File: src/rtl/bcd_pkg.sv
// Shared definitions for the sequential binary-to-BCD converter: FSM states,
// add-3 constants and the seven-segment decoder used when BCD_SEG_EN is defined.
package bcd_pkg;

    typedef enum logic [1:0] {
        IDLE  = 2'd0,
        SHIFT = 2'd1,
        DONE  = 2'd2
    } state_t;

    localparam logic [3:0] ADD3_THRESH = 4'd5;
    localparam logic [3:0] ADD3_VAL    = 4'd3;

    function automatic longint unsigned pow10(input int n);
        longint unsigned r;
        r = 1;
        for (int i = 0; i < n; i++) r = r * 10;
        return r;
    endfunction

    // Active-low {dp,g,f,e,d,c,b,a}; non-decimal codes blank the digit.
    function automatic logic [7:0] seg7(input logic [3:0] d);
        logic [7:0] s;
        case (d)
            4'd0:    s = 8'hC0;
            4'd1:    s = 8'hF9;
            4'd2:    s = 8'hA4;
            4'd3:    s = 8'hB0;
            4'd4:    s = 8'h99;
            4'd5:    s = 8'h92;
            4'd6:    s = 8'h82;
            4'd7:    s = 8'hF8;
            4'd8:    s = 8'h80;
            4'd9:    s = 8'h90;
            default: s = 8'hFF;
        endcase
        return s;
    endfunction

endpackage

File: src/rtl/bcd_seq_conv_if.sv
// Handshake bundle for bcd_seq_conv. Valid/ready: a transfer happens on a rising
// edge where valid and ready are both high; the producer holds data and valid until then.
interface bcd_seq_conv_if
    import bcd_pkg::*;
#(
    parameter int WIDTH  = 8,
    parameter int DIGITS = 3
);
    logic                  i_valid;
    logic [WIDTH-1:0]      i_bin;
    logic                  o_ready;
    logic                  o_valid;
    logic [DIGITS*4-1:0]   o_bcd;
    logic                  i_ready;
    logic                  o_busy;
    state_t                o_dbg_state;
`ifdef BCD_SEG_EN
    logic [DIGITS*8-1:0]   o_seg;
`endif

    modport slave (
        input  i_valid, i_bin, i_ready,
        output o_ready, o_valid, o_bcd, o_busy, o_dbg_state
`ifdef BCD_SEG_EN
        , output o_seg
`endif
    );

    modport master (
        output i_valid, i_bin, i_ready,
        input  o_ready, o_valid, o_bcd, o_busy, o_dbg_state
`ifdef BCD_SEG_EN
        , input o_seg
`endif
    );
endinterface

File: src/rtl/bcd_dabble_step.sv
// One double-dabble stage: add 3 to every BCD nibble >= 5, then shift the
// whole {bcd, bin} register left by one. Purely combinational.
module bcd_dabble_step
    import bcd_pkg::*;
#(
    parameter int WIDTH  = 8,
    parameter int DIGITS = 3
) (
    input  logic [DIGITS*4+WIDTH-1:0] i_reg,
    output logic [DIGITS*4+WIDTH-1:0] o_reg
);
    logic [DIGITS*4+WIDTH-1:0] w_adj;

    always_comb begin
        w_adj = i_reg;
        for (int d = 0; d < DIGITS; d++) begin
            if (i_reg[WIDTH+4*d +: 4] >= ADD3_THRESH)
                w_adj[WIDTH+4*d +: 4] = i_reg[WIDTH+4*d +: 4] + ADD3_VAL;
        end
    end

    assign o_reg = w_adj << 1;
endmodule

File: src/rtl/bcd_seq_conv.sv
// Sequential binary-to-BCD converter, one double-dabble step per clock.
// Optional seven-segment output enabled by defining BCD_SEG_EN.
module bcd_seq_conv
    import bcd_pkg::*;
#(
    parameter int WIDTH  = 8,
    parameter int DIGITS = 3
) (
    input  logic          i_clk,
    input  logic          i_rst,
    bcd_seq_conv_if.slave bus
);
    localparam int CNT_W = $clog2(WIDTH + 1);
    localparam int REG_W = DIGITS*4 + WIDTH;

    if (WIDTH < 4 || WIDTH > 16) begin : g_bad_width
        $error("bcd_seq_conv: WIDTH must be within 4..16");
    end
    if (pow10(DIGITS) <= (64'd1 << WIDTH) - 64'd1) begin : g_bad_digits
        $error("bcd_seq_conv: DIGITS too small for WIDTH");
    end

    state_t              r_state;
    state_t              w_next_state;
    logic [REG_W-1:0]    r_shreg;
    logic [REG_W-1:0]    w_step;
    logic [CNT_W-1:0]    r_cnt;
    logic                r_valid;
    logic [DIGITS*4-1:0] r_bcd;
    logic                w_accept;
    logic                w_last;

    assign w_accept = (r_state == IDLE) && bus.i_valid;
    assign w_last   = (r_state == SHIFT) && (r_cnt == CNT_W'(WIDTH - 1));

    bcd_dabble_step #(.WIDTH(WIDTH), .DIGITS(DIGITS)) u_step (
        .i_reg (r_shreg),
        .o_reg (w_step)
    );

    always_ff @(posedge i_clk or posedge i_rst) begin
        if (i_rst) r_state <= IDLE;
        else       r_state <= w_next_state;
    end

    always_comb begin
        w_next_state = r_state;
        case (r_state)
            IDLE:    if (bus.i_valid) w_next_state = SHIFT;
            SHIFT:   if (w_last)      w_next_state = DONE;
            DONE:    if (bus.i_ready) w_next_state = IDLE;
            default: w_next_state = IDLE;
        endcase
    end

    always_ff @(posedge i_clk or posedge i_rst) begin
        if (i_rst) begin
            r_shreg <= '0;
            r_cnt   <= '0;
            r_valid <= 1'b0;
            r_bcd   <= '0;
        end else begin
            if (w_accept) begin
                r_shreg <= {{(DIGITS*4){1'b0}}, bus.i_bin};
                r_cnt   <= '0;
            end else if (r_state == SHIFT) begin
                r_shreg <= w_step;
                r_cnt   <= r_cnt + 1'b1;
            end
            if (w_last) begin
                r_bcd   <= w_step[REG_W-1 -: DIGITS*4];
                r_valid <= 1'b1;
            end else if (r_state == DONE && bus.i_ready) begin
                r_valid <= 1'b0;
            end
        end
    end

`ifdef BCD_SEG_EN
    logic [DIGITS*8-1:0] r_seg;
    logic [DIGITS*8-1:0] w_seg;

    always_comb begin
        w_seg = '1;
        for (int d = 0; d < DIGITS; d++)
            w_seg[8*d +: 8] = seg7(w_step[WIDTH+4*d +: 4]);
    end

    always_ff @(posedge i_clk or posedge i_rst) begin
        if (i_rst)       r_seg <= '1;
        else if (w_last) r_seg <= w_seg;
    end

    assign bus.o_seg = r_seg;
`endif

    assign bus.o_ready     = (r_state == IDLE);
    assign bus.o_busy      = (r_state == SHIFT);
    assign bus.o_valid     = r_valid;
    assign bus.o_bcd       = r_bcd;
    assign bus.o_dbg_state = r_state;
endmodule

File: src/flat_wrapper.sv
// flat-port wrapper written by rule: the top's interface ports become plain ports
module bcd_seq_conv_flat import bcd_pkg::*;
#(
    parameter int WIDTH  = 8,
    parameter int DIGITS = 3
)
  (i_clk, i_rst, bus_i_valid, bus_i_bin, bus_i_ready, bus_o_ready, bus_o_valid, bus_o_bcd, bus_o_busy, bus_o_dbg_state);
  bcd_seq_conv_if #(.WIDTH(WIDTH), .DIGITS(DIGITS)) bus_i ();
  input  logic i_clk;
  input  logic i_rst;
  input wire logic [$bits(bus_i.i_valid)-1:0] bus_i_valid;
  input wire logic [$bits(bus_i.i_bin)-1:0] bus_i_bin;
  input wire logic [$bits(bus_i.i_ready)-1:0] bus_i_ready;
  output wire logic [$bits(bus_i.o_ready)-1:0] bus_o_ready;
  output wire logic [$bits(bus_i.o_valid)-1:0] bus_o_valid;
  output wire logic [$bits(bus_i.o_bcd)-1:0] bus_o_bcd;
  output wire logic [$bits(bus_i.o_busy)-1:0] bus_o_busy;
  output wire logic [$bits(bus_i.o_dbg_state)-1:0] bus_o_dbg_state;
  assign bus_i.i_valid = bus_i_valid;
  assign bus_i.i_bin = bus_i_bin;
  assign bus_i.i_ready = bus_i_ready;
  assign bus_o_ready = bus_i.o_ready;
  assign bus_o_valid = bus_i.o_valid;
  assign bus_o_bcd = bus_i.o_bcd;
  assign bus_o_busy = bus_i.o_busy;
  assign bus_o_dbg_state = bus_i.o_dbg_state;
  bcd_seq_conv #(.WIDTH(WIDTH), .DIGITS(DIGITS)) u_core (.i_clk(i_clk), .i_rst(i_rst), .bus(bus_i));
endmodule
File: config.mk
export PLATFORM = sky130hd
export DESIGN_NAME = bcd_seq_conv_flat
export DESIGN_NICKNAME = d
export VERILOG_FILES = /design/src/rtl/bcd_pkg.sv /design/src/rtl/bcd_seq_conv_if.sv /design/src/rtl/bcd_dabble_step.sv /design/src/rtl/bcd_seq_conv.sv /design/src/flat_wrapper.sv
export SDC_FILE = /design/constraint.sdc
export NUM_CORES = 1
export LEC_CHECK = 0
export CORE_MARGIN = 2
export CORE_UTILIZATION = 45
export DETAILED_ROUTE_END_ITERATION = 8
export PLACE_DENSITY = 0.68
export REMOVE_ABC_BUFFERS = 1
export SLEW_MARGIN = 25
export SYNTH_ARGS = -nofsm -noshare
export SYNTH_HDL_FRONTEND = slang
export SYNTH_SLANG_ARGS = --single-unit
File: constraint.sdc
create_clock -name i_clk -period 2.6 [get_ports i_clk]
set_input_delay 0.52 -clock i_clk [delete_from_list [all_inputs] [get_ports i_clk]]
set_output_delay 0.52 -clock i_clk [all_outputs]
set_load 0.03 [all_outputs]
### Word level (Yosys, flattened, before mapping)

Index checks and enable logic that the tools add are counted.

* add/sub/neg operators: 4
* magnitude comparators: 3
* eq/ne operators: 6
* multiplexer cells: 13
* reduce and logical (&&, ||, !) cells: 7

Operators with widths (count)
* two-way mux 20 bit: 2
* two-way mux 4 bit: 4
* >= comparator 4 x 3 -> 1 bit, second input constant: 3
* adder 4 x 2 -> 4 bit, second input constant: 2
* two-way mux 2 bit: 3
* one-hot mux 2 bit (3 select lines): 1
* adder 4 x 1 -> 4 bit, second input constant: 1
* == test 4 x 3 -> 1 bit, second input constant: 1
* != test 2 bit, second input constant: 2
* nonzero test 2 bit: 2
* adder 3 x 2 -> 3 bit, second input constant: 1
* logical AND 1 bit: 3
* two-way mux 3 bit: 1
* AND reduction 3 bit: 1
* == test 2 x 1 -> 1 bit, second input constant: 1
* == test 2 bit, second input constant: 1
* zero test 2 bit: 1
* two-way mux 1 bit: 2
* != test 2 x 1 -> 1 bit, second input constant: 1

* bits in registers: 39
* output and inout port bits: 17
* logic and storage cells: 38

### Depth between registers and ports, before layout

* word-level depth: 4
* mapped depth: 6
* depth with buffers taken out: 6

### By module

A second synthesis with hierarchy kept.

* cells, all modules: 183
* area, all modules: 2037.0 um^2

Modules (own cells, without submodules)
* bcd_seq_conv: instances 1, cells each 129, area each 1681.6 um^2, sequential area each 975.9 um^2
* bcd_dabble_step: instances 1, cells each 54, area each 355.3 um^2, sequential area each 0.0 um^2

### Worst setup path after synthesis

OpenSTA, ideal clock, no wires.

* kind: reg2out
* start point: register u_core.r_state[0], in the netlist u_core.bus.o_dbg_state[0]
* end point: output port bus_o_ready
* arrival: 1.286 ns
* setup slack: 0.794 ns
* stages on the path, launching flop included: 4
* cell sequence: dfrtp_1 buf_2 clkbuf_1 nor2_1

* cells in the longest elaborated chain, start to end: 1

RTL lines
* start, declared: line bcd_seq_conv.sv:23 `state_t r_state;`
* start signal, assigned: line bcd_seq_conv.sv:43 `else r_state <= w_next_state;`
* zero test 2 bit: line bcd_seq_conv.sv:97 `assign bus.o_ready = (r_state == IDLE);`
* end, declared: line flat_wrapper.sv:14 `output wire logic [$bits(bus_i.o_ready)-1:0] bus_o_ready;`

No other way between the ends.

### Final worst setup path

* start point: register u_core.r_state[1], in the netlist u_core.bus.o_dbg_state[1]
* end point: output port bus_o_busy

* cells in the longest elaborated chain, start to end: 1

RTL lines
* == test 2 x 1 -> 1 bit: line bcd_seq_conv.sv:98 `assign bus.o_busy = (r_state == SHIFT);`
* end, declared: line flat_wrapper.sv:17 `output wire logic [$bits(bus_i.o_busy)-1:0] bus_o_busy;`

No other way between the ends.

==> results.md <==
* Status: finished, final reports clean
* Core Box Area at 4030 sq um
* Effective utilization at floorplan at 0.470
* TritonCTS Sinks at 39
* Worst min-delay path class: reg -> reg
* Peak VDD IR at 0.000482 V
* Largest area contributor in the netlist: dfrtp_1
* Share of flip-flops with an asynchronous set or reset at 1.00
* Ports at 29
* Gpl congestion at 0.752
* Largest cells by area after synthesis: dfrtp_1 (51%), a21oi_1 (5.3%), o21ai_0 (4.8%)
* Routed WL per cell at 13.8 microns
* RSZ-0062 raised after global routing: no
* Critical Path, Cell by Cell: nand2b_4, inv_1, clkdlybuf4s50_1
* Max Clock Skew at 7.42 ps
* Largest stage delay, worst path at 710 ps
* Die ar. at 4750 sq um
* Worst-margin pin slew at 729 ps
* Final setup viols at 0
* CTS max path bufs at 2
* Worst-path maximum fanout at 7
* Finished Cell Area at 2300 sq um
* Crit start category: register
* Crit path DAT at 1730 ps
* WS Path Type: reg -> out
* R2R Setup Slk at 790 ps
* DRC viols at 0
* Average vias per placed instance at 5.39
* Syn_area_per_cell at 10.2 sq um
* Hold Path Cell Cnt at 2
* Slowest cell on the critical path: clkdlybuf4s50_1
* Area grow syn2layout at 21.5%
* Distinct cells, synth at 30
* H-tree depth at 2
* Largest net degree at the start of global routing at 40
* Worst Path Required at 2080 ps
* Yosys reg bits at 39
* MaxCap Viol Count at 0
* Reg2reg end: u_core.bus.o_bcd[1]
* Synth Instances at 186
* Synth Area in Compound Gates at 0.165
* Final setup TNS at 0 ps
* Dpl cell area at 2220 sq um
* Adder-Cell Fraction of Synth Area at 0.0462
* Drt first pass iters at 4
* Worst setup EP type: output pin
* Tcrit/Tclk final at 0.865
* Die X at 68.9 microns
* Post-synth EDFFs at 0
* Post-DP HPWL at 2.56 mm
* Synth Warn # at 0
* GRT Total Usage at 0.179
* Std cell rows at 23
* F_max at 445 MHz
* Share of the synthesized area in the top cell type at 0.515
* Clk pin slew, worst setup/hold paths at 70 ps
* Die height at 68.9 microns
* CTS tree: done
* Vias in the first global route at 1319
* Min Tclk post-route at 2250 ps
* Routed Antenna Nets at 0
* Mapped cell area at 1900 sq um
* Cell with the most instances after synthesis: dfrtp_1
* Routed wire length at 3.70 mm
* Initial antenna violation count at 0
* XOR/XNOR share of the synthesized area at 0.0139
* Worst skew pair latency at 290 ps
* Main combinational cell family by area after synthesis: compound AO/OA/AOI/OAI gates
* Slew margin rel. at 0.513
* Post-CTS Setup Bufs at 0
* Share of cells above drive strength 1 at 0.101
* N_diodes at 0
* Hold path endpoint: u_core.r_shreg[6]
* Hold Vio Cnt, Final at 0
* Startpoint of the worst-slack reg-to-reg timing path: u_core.r_cnt[0]
* First-pass GRT wire length at 6.25 mm
* Sequential area share after synthesis at 0.515
* Mux cell area share after synthesis at 0.0581
* Quantity of gates resized following cts at 0
* Commonest cells post-synth: dfrtp_1 (39), nand2_1 (23), a21oi_1 (20)
* CTS Buf Count at 5
* Synth Area in Simple Gates at 0.154
* Pwr dens at 1310 nW/um^2
* Global route total overflow at 0
* Slew Viols, Final at 0
* Vias at 1444
* Initial drt markers at 123
* Final nets at 236
* CTS Hold Bufs at 0
* Pleak at 1.02 nW
* R2r worst-path depth at 4
* Root buffer cell: clkbuf_8
* Post-synth top flop: dfrtp_1
* # port buffers at 28
* Worst Hold Launch: u_core.r_shreg[6]
## power breakdown
| part | internal (mW) | switching, mW |
|---|---|---|
| registers | 0.887 | 0.219 |
| logic | 0.697 | 0.821 |
| clock network | 0.183 | 0.207 |
## worst max-delay path by stage
stage | from | endpoint | slack [ps] | cells after the start
after floorplan | u_core.bus.o_dbg_state[0] | u_core.bus.o_bcd[1] | 520 | 3
after global placement | u_core.bus.o_dbg_state[1] | bus_o_busy | 660 | 3
after detailed placement | u_core.bus.o_dbg_state[1] | bus_o_busy | 650 | 3
after CTS | u_core.bus.o_dbg_state[1] | bus_o_busy | 330 | 3
after global routing | u_core.bus.o_dbg_state[1] | bus_o_busy | 240 | 3
final | u_core.bus.o_dbg_state[1] | bus_o_busy | 350 | 3
## critical path, delay by kind of cell (launching register included)
kind	cells	cell delay, ps
buffers and inverters	2	890
flip-flops	1	370
AND/OR/NAND/NOR	1	170
## layout by cell type (no fill, tap or decap)
cell type	count
a21o_1	2
a21oi_1	20
a22o_1	9
a22oi_1	2
a31oi_1	1
buf_4	5
clkbuf_8	5
clkdlybuf4s50_1	28
clkinv_2	3
dfrtp_1	39
ha_1	7
inv_1	9
mux2_1	1
mux2_2	3
mux2_4	3
mux2i_1	2
nand2_1	23
nand2b_1	4
nand2b_4	1
nand3_1	1
nand3b_1	1
nor2_1	14
nor3_1	1
nor3_4	1
nor3b_1	10
o21ai_0	18
o21bai_1	1
or2_2	1
xnor2_1	3
## stage by stage
step	utilization	power, mW	setup slack [ps]	cells	hold WS, ps
6_report	0.572	3.01	351	268	496
5_1_grt	0.572	3.26	237	268	528
4_1_cts	0.572	3.04	333	268	502
3_5_place_dp	0.551	2.64	652	260	474
3_3_place_gp	0.551	2.60	659	260	467
2_1_floorplan	-	2.13	516	177	450
## final cells by class
| class | instances | area [sq um] |
|---|---|---|
| fillers | 359 | 1730 |
| flip-flops and latches | 39 | 976 |
| multi-input cells | 129 | 830 |
| repair buffers | 33 | 318 |
| clock buffers | 5 | 68.8 |
| well taps | 50 | 62.6 |
| inverters | 9 | 33.8 |
| clock inverters | 3 | 15.0 |
## flip-flops by register name, indices dropped and copies added, names as in the netlist
register / cells
u_core.r_cnt: 4
u_core.bus.o_bcd: 12
u_core.bus.o_valid: 1
u_core.bus.o_dbg_state: 2
u_core.r_shreg: 20
## cells by family after synthesis
kind of cell,Yosys count
compound gates,53
xor+xnor,3
fa+ha+maj,7
buf+inv,18
flops,39
mux,9
simple gates,57
## routing by layer
layer | part of all wire | wire length [microns] | vias up | GRT usage
met1 | 0.47 | 1730 | 699 | 0.228
met4 | 0.015 | 55 | 0 | 0.0662
met2 | 0.48 | 1760 | 36 | 0.294
li1 | - | - | 703 | -
met5 | 0 | 0 | - | 0
met3 | 0.041 | 152 | 6 | 0.0455
Note: power is estimated with default switching activity, not from simulation.
